===== config.mk =====
export PLATFORM = sky130hd
export DESIGN_NAME = mdu_sequencer
export DESIGN_NICKNAME = d
export VERILOG_FILES = /design/src/rtl/mdu_sequencer_pkg.sv /design/src/rtl/mdu_addsub.sv /design/src/rtl/mdu_sequencer.sv
export SDC_FILE = /design/constraint.sdc
export NUM_CORES = 1
export LEC_CHECK = 0
export CORE_ASPECT_RATIO = 1.4
export CORE_MARGIN = 2
export CORE_UTILIZATION = 55
export DETAILED_ROUTE_END_ITERATION = 6
export DONT_BUFFER_PORTS = 1
export GPL_TIMING_DRIVEN = 0
export PLACE_DENSITY = 0.79
export SYNTH_ARGS = -nofsm -noshare
export SYNTH_HDL_FRONTEND = slang
export SYNTH_SLANG_ARGS = --single-unit

===== constraint.sdc =====
create_clock -name clk -period 6 [get_ports clk]
set_clock_uncertainty 0.05 [all_clocks]
set_input_delay 0.6 -clock clk [delete_from_list [all_inputs] [get_ports clk]]
set_output_delay 0.6 -clock clk [all_outputs]
set_load 0.01 [all_outputs]

===== src/rtl/mdu_sequencer_pkg.sv =====
// mdu_sequencer_pkg
//   Shared definitions for the RV32M multiply/divide sequencer:
//   funct3 operation encodings, FSM state encodings, datapath width
//   constants and small decode helpers for operand signedness.
package mdu_sequencer_pkg;

  localparam int          MDU_N     = 32;
  localparam int          MDU_CNT_W = 5;
  localparam logic [31:0] INT_MIN   = 32'h8000_0000;

  // funct3 of the RV32M instructions
  typedef enum logic [2:0] {
    MDU_MUL    = 3'b000,
    MDU_MULH   = 3'b001,
    MDU_MULHSU = 3'b010,
    MDU_MULHU  = 3'b011,
    MDU_DIV    = 3'b100,
    MDU_DIVU   = 3'b101,
    MDU_REM    = 3'b110,
    MDU_REMU   = 3'b111
  } mdu_op_e;

  typedef enum logic [2:0] {
    S_IDLE = 3'd0,
    S_PREP = 3'd1,
    S_CALC = 3'd2,
    S_FIX  = 3'd3,
    S_DONE = 3'd4
  } state_e;

  // rs1 is treated as signed for MULH, MULHSU, DIV and REM. MUL only
  // returns the low word, which is sign-agnostic, so it runs unsigned.
  function automatic logic op_a_signed(input mdu_op_e op);
    return op inside {MDU_MULH, MDU_MULHSU, MDU_DIV, MDU_REM};
  endfunction

  // rs2 is treated as signed for MULH, DIV and REM.
  function automatic logic op_b_signed(input mdu_op_e op);
    return op inside {MDU_MULH, MDU_DIV, MDU_REM};
  endfunction

endpackage


===== src/rtl/mdu_addsub.sv =====
// mdu_addsub
//   Combinational (N+1)-bit adder/subtractor shared by the multiply
//   (accumulate) and divide (trial subtract) iterations.
//   Ports:
//     i_a, i_b  (N+1) operands
//     i_sub     1 selects i_a - i_b, 0 selects i_a + i_b
//     o_sum     (N+1) result
//     o_co      carry out of the top bit; for subtraction 1 means no borrow
module mdu_addsub #(
  parameter int N = 32
) (
  input  logic [N:0] i_a,
  input  logic [N:0] i_b,
  input  logic       i_sub,
  output logic [N:0] o_sum,
  output logic       o_co
);

  logic [N:0] w_b_eff;

  assign w_b_eff       = i_sub ? ~i_b : i_b;
  assign {o_co, o_sum} = {1'b0, i_a} + {1'b0, w_b_eff} + {{(N + 1){1'b0}}, i_sub};

endmodule


===== src/rtl/mdu_sequencer.sv =====
// mdu_sequencer
//   Multi-cycle RV32M controller. Accepts one MUL/DIV/REM at a time and
//   runs a 32-step shift-add multiply or restoring divide over one shared
//   (N+1)-bit add/sub. busy stalls the pipeline until a registered result
//   is returned with a one-cycle done pulse. flush aborts the operation.
//   Ports:
//     clk      rising-edge clock
//     rst      synchronous active-low reset
//     start    request, accepted only in IDLE
//     op       funct3 operation select
//     A, B     rs1 / rs2 operands
//     flush    abort the in-flight operation
//     busy     high in every state except IDLE
//     done     one-cycle result-valid pulse
//     Result   registered result, held until the next done
//     DivZero  registered with Result; DIV/REM had B == 0
module mdu_sequencer
  import mdu_sequencer_pkg::*;
#(
  parameter int N     = MDU_N,
  parameter int CNT_W = MDU_CNT_W
) (
  input  logic         clk,
  input  logic         rst,
  input  logic         start,
  input  logic [2:0]   op,
  input  logic [N-1:0] A,
  input  logic [N-1:0] B,
  input  logic         flush,
  output logic         busy,
  output logic         done,
  output logic [N-1:0] Result,
  output logic         DivZero
);

  localparam logic [N-1:0]     INT_MIN_N = {1'b1, {(N - 1){1'b0}}};
  localparam logic [CNT_W-1:0] CNT_LAST  = CNT_W'(N - 1);

  state_e         r_state;
  state_e         w_state_next;
  mdu_op_e        r_op;
  logic [N-1:0]   r_a;
  logic [N-1:0]   r_b;          // raw rs2, then |rs2| (multiplicand / divisor)
  logic [N-1:0]   r_hi;         // product high word / remainder
  logic [N-1:0]   r_lo;         // product low word / quotient / preloaded result
  logic [CNT_W-1:0] r_cnt;
  logic           r_neg_q;      // negate product or quotient
  logic           r_neg_r;      // negate remainder
  logic           r_special;    // result preloaded in r_lo, CALC skipped
  logic [N-1:0]   r_result;
  logic           r_div_zero;

  logic           w_accept;
  logic           w_a_neg;
  logic           w_b_neg;
  logic [N-1:0]   w_abs_a;
  logic [N-1:0]   w_abs_b;
  logic           w_b_zero;
  logic           w_ovf;
  logic           w_special;
  logic [N-1:0]   w_special_val;
  logic [N:0]     w_as_a;
  logic [N:0]     w_as_b;
  logic [N:0]     w_as_sum;
  logic           w_as_co;
  logic [N:0]     w_mul_hi;
  logic [2*N-1:0] w_prod;
  logic [N-1:0]   w_quo;
  logic [N-1:0]   w_rem;
  logic [N-1:0]   w_fix_result;

  // flush in IDLE drops a simultaneous start.
  assign w_accept = start && !flush;

  // ---------------- PREP decode (operands are already latched) -------------
  assign w_a_neg  = op_a_signed(r_op) && r_a[N-1];
  assign w_b_neg  = op_b_signed(r_op) && r_b[N-1];
  assign w_abs_a  = w_a_neg ? -r_a : r_a;
  assign w_abs_b  = w_b_neg ? -r_b : r_b;
  assign w_b_zero = (r_b == '0);
  assign w_ovf    = (r_op inside {MDU_DIV, MDU_REM}) && (r_a == INT_MIN_N) && (r_b == '1);
  assign w_special = r_op[2] && (w_b_zero || w_ovf);

  // op[1] separates REM/REMU from DIV/DIVU.
  always_comb begin
    if (w_b_zero) w_special_val = r_op[1] ? r_a : '1;
    else          w_special_val = r_op[1] ? '0  : INT_MIN_N;
  end

  // ---------------- shared add/sub ------------------------------------------
  // Multiply: {0,hi} + {0,mcand}; the 33rd sum bit is the carry shifted in.
  // Divide:   {rem,quo[N-1]} - {0,divisor}; carry out means no borrow.
  assign w_as_a = r_op[2] ? {r_hi, r_lo[N-1]} : {1'b0, r_hi};
  assign w_as_b = {1'b0, r_b};

  mdu_addsub #(.N(N)) u_addsub (
    .i_a   (w_as_a),
    .i_b   (w_as_b),
    .i_sub (r_op[2]),
    .o_sum (w_as_sum),
    .o_co  (w_as_co)
  );

  assign w_mul_hi = r_lo[0] ? w_as_sum : {1'b0, r_hi};

  // ---------------- FIX result select ---------------------------------------
  assign w_prod = r_neg_q ? -{r_hi, r_lo} : {r_hi, r_lo};
  assign w_quo  = r_neg_q ? -r_lo : r_lo;
  assign w_rem  = r_neg_r ? -r_hi : r_hi;

  always_comb begin
    w_fix_result = r_lo;
    if (!r_special) begin
      unique case (r_op)
        MDU_MUL:                         w_fix_result = w_prod[N-1:0];
        MDU_MULH, MDU_MULHSU, MDU_MULHU: w_fix_result = w_prod[2*N-1:N];
        MDU_DIV, MDU_DIVU:               w_fix_result = w_quo;
        MDU_REM, MDU_REMU:               w_fix_result = w_rem;
        default:                         w_fix_result = r_lo;
      endcase
    end
  end

  // ---------------- FSM next state / outputs --------------------------------
  // NOTE: every output of this block is given a default before the case so
  // no path leaves a value unassigned, which would infer a latch.
  always_comb begin
    w_state_next = r_state;
    busy         = 1'b1;
    done         = 1'b0;
    unique case (r_state)
      S_IDLE: begin
        busy = 1'b0;
        if (w_accept) w_state_next = S_PREP;
      end
      S_PREP: w_state_next = w_special ? S_FIX : S_CALC;
      S_CALC: if (r_cnt == CNT_LAST) w_state_next = S_FIX;
      S_FIX:  w_state_next = S_DONE;
      S_DONE: begin
        done         = 1'b1;
        w_state_next = S_IDLE;
      end
      default: w_state_next = S_IDLE;
    endcase
    if (flush && (r_state != S_IDLE)) w_state_next = S_IDLE;
  end

  // ---------------- state and datapath registers ----------------------------
  // NOTE: sequential state uses non-blocking assignments so every register
  // samples the pre-edge values, independent of statement order.
  always_ff @(posedge clk) begin
    if (!rst) begin
      r_state    <= S_IDLE;
      r_op       <= MDU_MUL;
      r_a        <= '0;
      r_b        <= '0;
      r_hi       <= '0;
      r_lo       <= '0;
      r_cnt      <= '0;
      r_neg_q    <= 1'b0;
      r_neg_r    <= 1'b0;
      r_special  <= 1'b0;
      r_result   <= '0;
      r_div_zero <= 1'b0;
    end else begin
      r_state <= w_state_next;
      unique case (r_state)
        S_IDLE: begin
          if (w_accept) begin
            r_op <= mdu_op_e'(op);
            r_a  <= A;
            r_b  <= B;
          end
        end
        S_PREP: begin
          r_cnt     <= '0;
          r_hi      <= '0;
          r_lo      <= w_special ? w_special_val : w_abs_a;
          r_b       <= w_abs_b;
          r_neg_q   <= w_a_neg ^ w_b_neg;
          r_neg_r   <= w_a_neg;
          r_special <= w_special;
        end
        S_CALC: begin
          // The counter returns to 0 only through the exit compare.
          r_cnt <= (r_cnt == CNT_LAST) ? '0 : r_cnt + CNT_W'(1);
          if (r_op[2]) begin
            r_hi <= w_as_co ? w_as_sum[N-1:0] : w_as_a[N-1:0];
            r_lo <= {r_lo[N-2:0], w_as_co};
          end else begin
            {r_hi, r_lo} <= {w_mul_hi, r_lo[N-1:1]};
          end
        end
        S_FIX: begin
          // A flush here must leave the previous result visible.
          if (!flush) begin
            r_result   <= w_fix_result;
            r_div_zero <= r_op[2] && (r_b == '0);
          end
        end
        default: ;
      endcase
    end
  end

  assign Result  = r_result;
  assign DivZero = r_div_zero;

endmodule


==> impl_metrics.sql, run 1 <==
INSERT INTO impl_metrics (metric_group, metric, value, unit) VALUES
('timing', 'post-route-worst-setup-slack', '0.0935', 'ns'),
('power', 'static-leakage-power', '5.74', 'nW'),
('status', 'failed_checks', 'DRC', ''),
('critical_path', 'critical_path_cell_by_cell', 'clkbuf_2, buf_1, clkbuf_1, clkbuf_1, nand2_1, o21ai_0, ha_1, nand2_1, nor4_1, nor4_2, o211ai_1, a31oi_1, o21ai_1, a21boi_1, buf_2, o22ai_1, a31oi_1, a211oi_1', ''),
('critical_path', 'setup.worst_path.end_class', 'register', ''),
('timing', 'post_route_clock_period_utilization', '0.984', ''),
('timing', 'timing.fmax', '0.169', 'GHz'),
('synthesis', 'synth_flop_cell', 'dfxtp_1', ''),
('final_layout', 'diodes', '0', ''),
('grt', 'globalRouteOverflowTotal', '0', ''),
('synthesis', 'synth_fp_nets', '2159', ''),
('placed_design', 'placement.cell_area', '0.0150', 'mm2'),
('route', 'drt-wirelength-per-cell', '25.7', 'um'),
('synthesis', 'ys_top_cells_by_count', 'nand2_1 (252), a21oi_1 (232), o21ai_0 (180), nor2_1 (178), dfxtp_1 (175)', ''),
('synthesis', 'netlist.top_cell.by_area', 'dfxtp_1', ''),
('critical_path', 'timing.reg2reg.worst_path_depth', '18', ''),
('die', 'fp.dieH', '197', 'um'),
('die', 'design.core.area', '0.0261', 'mm2'),
('route', 'drt_iter0_drc', '2075', ''),
('power', 'vdd_drop_max', '0.000196', 'V'),
('route', 'aggregate_routed_wire_length', '61.8', 'mm'),
('placed_design', 'globalplace.congestion', '1.09', ''),
('grt', 'grt.total_usage', '0.437', ''),
('clock_network', 'clock_sink_count', '175', ''),
('placed_design', 'place.detailed.hpwl', '46.5', 'mm'),
('synthesis', 'post_synth_instance_area', '0.0146', 'mm2'),
('die', 'horizontal_die_dimension', '142', 'um'),
('critical_path', 'timing.critical_path.arrival', '6.16', 'ns'),
('placed_design', 'placement.setup.worst_slack', '-0.700', 'ns'),
('timing', 'fin_tns_setup', '0', 'ns'),
('synthesis', 'synthDistinctLibCells', '88', ''),
('final_layout', 'areaGrowthSynthToFinish', '6.92', '%'),
('final_layout', 'layout-drive-gt1-share', '0.0649', ''),
('route', 'post_drt_via_cell_ratio', '7.11', ''),
('timing', 'final_hold_viol_count', '0', ''),
('die', 'rows', '70', ''),
('synthesis', 'synth-edff-count', '0', ''),
('critical_path', 'cell_type_of_the_slowest_stage_on_the_worst_timing_path', 'clkbuf_1', ''),
('worst_hold_path', 'worst_hold_startpoint', 'flush', ''),
('grt', 'first_pass_grt_wire_length', '93.8', 'mm'),
('worst_hold_path', 'hold_path_depth', '1', ''),
('final_layout', 'fin_util', '0.597', ''),
('clock_network', 'cts_hold_bufs', '0', ''),
('critical_path', 'startpoint_of_the_worst_slack_reg_to_reg_timing_path', 'r_op[2]', ''),
('placed_design', 'placement.io_buffers', '0', ''),
('critical_path', 'cpPeakStageDelay', '0.62', 'ns'),
('timing', 'setup_repair_after_global_routing_missed_its_margin', 'no', ''),
('critical_path', 'critical_path.reg2reg.endpoint', 'r_hi[7]', ''),
('final_layout', 'nNetsFinal', '2178', ''),
('worst_hold_path', 'holdCritPathClass', 'input pin to register', ''),
('route', 'vias', '17100', ''),
('grt', 'grt_antenna_before_repair', '1', ''),
('critical_path', 'worst_setup_path_start_kind', 'register', ''),
('synthesis', 'synth.yosys.seq_area_share', '0.241', ''),
('clock_network', 'worst_skew_late_latency', '0.45', 'ns'),
('route', 'detail-route-antenna-nets', '0', ''),
('status', 'result_of_the_run', 'complete, but fails checks', ''),
('run', 'max_cap_viol_count', '0', ''),
('clock_network', 'h-tree-depth', '4', ''),
('critical_path', 'kind_of_cell_adding_the_most_delay_to_the_critical_path', 'buffers and inverters', ''),
('synthesis', 'synthArstFlopShare', '0', ''),
('critical_path', 'required', '6.26', 'ns'),
('critical_path', 'critical_path.endpoint', 'r_hi[7]', ''),
('synthesis', 'synth.most_common_cell', 'nand2_1', ''),
('timing', 'drv_slew', '0', ''),
('route', 'route.detailed.drc', '3', ''),
('synthesis', 'synthCells', '2049', ''),
('synthesis', 'yosys-top-cells-area', 'dfxtp_1 (24%), a21oi_1 (8.0%), nand2_1 (6.5%), o21ai_0 (6.2%), nor2_1 (4.6%)', ''),
('timing', 'worst_pin_slew', '1.26', 'ns'),
('critical_path', 'path_class', 'register to register', ''),
('critical_path', 'worstPathBufferInverterCount', '5', '');
[kinds of logic (layout without fill, tap and decap cells)]
group	Yosys count	in the layout	synth area share
AOI/OAI and AO/OA	739	739	0.317
muxes	58	58	0.0428
xor gates and xnor gates	115	115	0.0692
and+or+nand+nor	703	703	0.235
adders and majority gates	39	39	0.0340
buffers and inverters	220	252	0.0614
DFF	175	175	0.241
[stage by stage]
stage	hold slack, ns	cells	total power [mW]
after detailed placement	0.429	2373	2.29
after CTS	0.204	2405	3.42
after global routing	0.197	2405	3.59
after global placement	0.415	2373	2.28
after floorplan	0.400	2049	1.99
final	0.208	2405	3.49
[per-layer routing]
metal  global-route usage  wire length, um  vias up  part of all wire
met1                0.525            22400     7887              0.36
met3               0.0901             6810      364              0.11
met4                0.286             4820        2             0.078
li1                     -                -     7567                 -
met2                0.706            27800     1276              0.45
met5                    0               11        -           0.00018
[sequential cells by signal (all words and copies together), names as in the netlist]
| register | cells |
|---|---|
| r_neg_q | 1 |
| r_b | 32 |
| r_lo | 32 |
| r_hi | 32 |
| r_special | 1 |
| Result | 32 |
| r_state | 3 |
| r_a | 32 |
| r_neg_r | 1 |
| r_cnt | 5 |
| r_op | 3 |
| DivZero | 1 |
[cell usage in the layout (no fill, tap or decap), drive strengths merged, types with 8 or more instances in the layout]
| master | n |
|---|---|
| buf | 33 |
| o221ai | 21 |
| o21ai | 195 |
| o31ai | 31 |
| xnor2 | 44 |
| nand2b | 14 |
| and3 | 9 |
| a31oi | 15 |
| or4 | 18 |
| o22ai | 25 |
| or2 | 8 |
| a211oi | 58 |
| nor3b | 14 |
| o21a | 9 |
| ha | 38 |
| or3 | 28 |
| nor4 | 28 |
| a21o | 19 |
| mux2i | 24 |
| xor2 | 71 |
| o41ai | 15 |
| nor2 | 178 |
| and2 | 10 |
| a22oi | 17 |
| inv | 33 |
| clkbuf | 175 |
| a21oi | 232 |
| dfxtp | 175 |
| nand3 | 21 |
| nand4 | 25 |
| nand2 | 253 |
| nor2b | 24 |
| o211ai | 19 |
| a221o | 9 |
| mux2 | 34 |
| nor3 | 51 |
| o311ai | 12 |
[power by group]
part / switching, mW / internal (mW)
combinational: 0.702 / 0.327
sequential: 0.0797 / 1.22
clock: 0.532 / 0.629
total: 1.31 / 2.17
[layout make-up]
class                           count  area, um2
Clock inverter                     11        131
Sequential cell                   175       3500
Inverter                           33        124
Tap cell                          324        405
Clock buffer                       21        450
Buffer                            187        783
Multi-Input combinational cell   1654      10200
Fill cell                        2553      10500
[timing repair]
| item | in CTS | in global routing |
|---|---|---|
| endpoints found under the setup margin | 33 | 32 |
| gates resized for setup | 6 | 11 |
| setup buffers | 0 | 0 |
| gates cloned | 0 | 0 |
[worst min path at each step]
stage / slack [ns] / endpoint
after floorplan: 0.40 / r_a[20]
after global placement: 0.41 / r_cnt[3]
after detailed placement: 0.43 / Result[26]
after CTS: 0.20 / r_state[1]
after global routing: 0.20 / r_state[1]
final: 0.21 / r_state[1]
Power figures use the tool's default switching activity.
==> run 2: changes to the inputs <==
Settings changed: CORE_MARGIN 2 to 4, CORE_UTILIZATION 55 to 45, PLACE_DENSITY 0.79 to 0.69.
==> run 2 against run 1 <==
Effect of this change: the flow now finishes without violations; register-to-register slack better by 0.19 ns; die area grew 27%; utilization is 10 points lower; highest routed layer is now met4; clock power grew 5%; critical endpoint unchanged.
==> impl_metrics.sql, run 2 (synthesis gave the netlist of run 1 again) <==
INSERT INTO impl_metrics (metric_group, metric, value, unit) VALUES
('final_layout', 'finish.cell_count_without_fillers', '2482', ''),
('clock_network', 'clock_sink_count', '175', ''),
('route', 'post_drt_via_cell_ratio', '6.73', ''),
('worst_hold_path', 'holdCritPathClass', 'input pin to register', ''),
('critical_path', 'setup.worst_path.end_class', 'register', ''),
('critical_path', 'cell_type_of_the_slowest_stage_on_the_worst_timing_path', 'dfxtp_1', ''),
('critical_path', 'timing.critical_path.arrival', '6.00', 'ns'),
('die', 'design.core.area', '0.0318', 'mm2'),
('grt', 'grt_antenna_before_repair', '3', ''),
('route', 'vias', '16700', ''),
('critical_path', 'worst_path_most_repeated_cell', 'buf_2', ''),
('grt', 'grt_max_degree', '17', ''),
('critical_path', 'cp.depth', '17', ''),
('power', 'pwr-share-seq', '0.367', ''),
('critical_path', 'path_class', 'register to register', ''),
('placed_design', 'dp_cells', '2444', ''),
('route', 'aggregate_routed_wire_length', '62.9', 'mm'),
('die', 'rows', '77', ''),
('final_layout', 'layout_common_cells', 'nand2_1 (252), a21oi_1 (232), o21ai_0 (180), nor2_1 (178), dfxtp_1 (175)', ''),
('timing', 'worst_pin_slew', '1.23', 'ns'),
('route', 'drtPass1Iterations', '7', ''),
('critical_path', 'worst_setup_path_start_kind', 'register', ''),
('grt', 'globalRouteOverflowTotal', '0', ''),
('timing', 'final_hold_viol_count', '0', ''),
('power', 'power_switching_share', '0.374', ''),
('clock_network', 'worst_skew_late_latency', '0.48', 'ns'),
('power', 'vdd_drop_max', '0.000242', 'V'),
('final_layout', 'layout-drive-gt1-share', '0.0677', ''),
('final_layout', 'areaGrowthSynthToFinish', '7.99', '%'),
('clock_network', 'cts_root_buf', 'clkbuf_16', ''),
('placed_design', 'place.detailed.hpwl', '48.5', 'mm'),
('critical_path', 'cpPeakStageDelay', '0.51', 'ns'),
('timing', 'post_route_clock_period_utilization', '0.953', ''),
('worst_hold_path', 'hold_path_depth', '1', ''),
('final_layout', 'fin_util', '0.495', ''),
('placed_design', 'globalplace.congestion', '1.02', ''),
('final_layout', 'nNetsFinal', '2181', ''),
('timing', 'max-slew-margin-rel', '0.177', ''),
('power', 'total_power', '3.53', 'mW'),
('timing', 'drv_slew', '0', ''),
('timing', 'hold_slack', '0.177', 'ns'),
('critical_path', 'required', '6.29', 'ns'),
('clock_network', 'cts_tree', 'yes', ''),
('die', 'die-area', '0.0353', 'mm2'),
('timing', 'setup_repair_after_global_routing_missed_its_margin', 'no', ''),
('power', 'p_int', '2.21', 'mW'),
('critical_path', 'cp_max_fo', '10', ''),
('route', 'drt-wirelength-per-cell', '25.4', 'um'),
('power', 'static-leakage-power', '5.78', 'nW'),
('status', 'result_of_the_run', 'finished clean', ''),
('final_layout', 'mostFrequentLayoutCell', 'nand2_1', ''),
('timing', 'layout_min_cycle_time', '5.72', 'ns'),
('route', 'drt_iter0_drc', '1876', ''),
('critical_path', 'cp-startpoint', 'r_op[2]', ''),
('power', 'clockPowerShare', '0.345', ''),
('critical_path', 'worstPathBufferInverterCount', '5', ''),
('clock_network', 'numCtsBuffers', '17', ''),
('grt', 'first_global_vias', '16100', ''),
('power', 'power.density', '225', 'mW/mm2'),
('die', 'top_level_ports', '106', ''),
('clock_network', 'maximum_root_to_sink_buffer_count', '2', ''),
('route', 'detail-route-antenna-nets', '0', ''),
('grt', 'first_pass_grt_wire_length', '95.8', 'mm'),
('clock_network', 'h-tree-depth', '4', ''),
('critical_path', 'timing.reg2reg.worst_path_depth', '17', ''),
('route', 'route.detailed.drc', '0', ''),
('critical_path', 'startpoint_of_the_worst_slack_reg_to_reg_timing_path', 'r_op[2]', ''),
('die', 'horizontal_die_dimension', '160', 'um'),
('worst_hold_path', 'worst_hold_startpoint', 'flush', ''),
('grt', 'grt.total_usage', '0.344', ''),
('die', 'start_util', '0.458', ''),
('die', 'fp.dieH', '221', 'um'),
('critical_path', 'critical_path_cell_by_cell', 'clkbuf_2, buf_2, buf_2, clkbuf_2, mux2_2, ha_1, a21oi_1, o21ai_0, nor4_2, o211ai_1, a31oi_1, o21ai_0, a21boi_1, buf_2, o22ai_1, a31oi_1, a211oi_1', ''),
('clock_network', 'clk_pin_slew', '0.07', 'ns'),
('timing', 'finalSetupViolCount', '0', ''),
('placed_design', 'placement.io_buffers', '0', ''),
('run', 'max_cap_viol_count', '0', ''),
('power', 'switching_power', '1.32', 'mW'),
('critical_path', 'kind_of_cell_adding_the_most_delay_to_the_critical_path', 'compound AO/OA/AOI/OAI gates', ''),
('timing', 'fin_tns_setup', '0', 'ns'),
('timing', 'timing.fmax', '0.175', 'GHz'),
('power', 'power.share.combinational', '0.288', '');
-- run 2: cell types whose count changed in the layout (fill, tap and decap cells not counted), sizes merged --
cell / change
diode: +3
clkinv: -3
clkinvlp: -1
buf: +5
inv: +5
clkbuf: -4
bufinv: +1
-- run 2: final cells by class --
| class | count | area [um2] |
|---|---|---|
| antenna | 3 | 7.51 |
| buffer | 187 | 783 |
| clock inverter | 13 | 176 |
| tap | 395 | 494 |
| clock buffer | 19 | 433 |
| timing repair buffer | 3 | 22.5 |
| inverter | 33 | 124 |
| multi-input combinational | 1654 | 10200 |
| sequential | 175 | 3500 |
| fill | 3327 | 16100 |
-- run 2: metal layers --
| layer | track usage | wire length (um) | vias to the layer above |
|---|---|---|---|
| met5 | 0 | 0 | - |
| met4 | 0.234 | 4910 | 0 |
| met3 | 0.0711 | 5740 | 329 |
| met2 | 0.561 | 29100 | 1066 |
| met1 | 0.404 | 23200 | 7707 |
| li1 | - | - | 7596 |
-- run 2: repair_timing --
action,4_1_cts,5_1_grt
pin swaps,0,1
endpoints found under the setup margin,33,33
gates resized for setup,7,10
hold endpoints to repair,0,0
hold buffers,0,0
buffers inserted,0,3
-- run 2: power groups by stage --
stage               sequential, mW  clock (mW)  combinational (mW)
finish                        1.30        1.22                1.02
global route                  1.30        1.26                1.10
CTS                           1.29        1.22               0.984
detailed placement            1.32           0               0.979
global placement              1.32           0               0.972
floorplan                     1.29           0               0.700
-- run 2: worst register-to-register path: cells and delay by family, from the launching register on --
kind            cells  cell delay [ns]
flops               1             0.51
simple gates        1             0.40
mux                 1             0.40
buf+inv             5             1.78
fa+ha+maj           1             0.36
compound gates      9             2.10
-- run 2: stage by stage --
| step | instance area [um2] | setup slack [ns] |
|---|---|---|
| final | 15700 | 0.282 |
| after detailed placement | 15100 | -0.719 |
| after global placement | 15100 | -0.787 |
| after CTS | 15700 | 0.0547 |
| after floorplan | 14600 | 1.40 |
| after global routing | 15700 | 0.0173 |
-- run 2: final timing paths --
| kind | to | slack (ns) |
|---|---|---|
| max reg2reg | r_hi[7] | 0.28 |
| min | r_state[1] | 0.18 |
| max | r_hi[7] | 0.28 |
| min reg2reg | Result[26] | 0.44 |
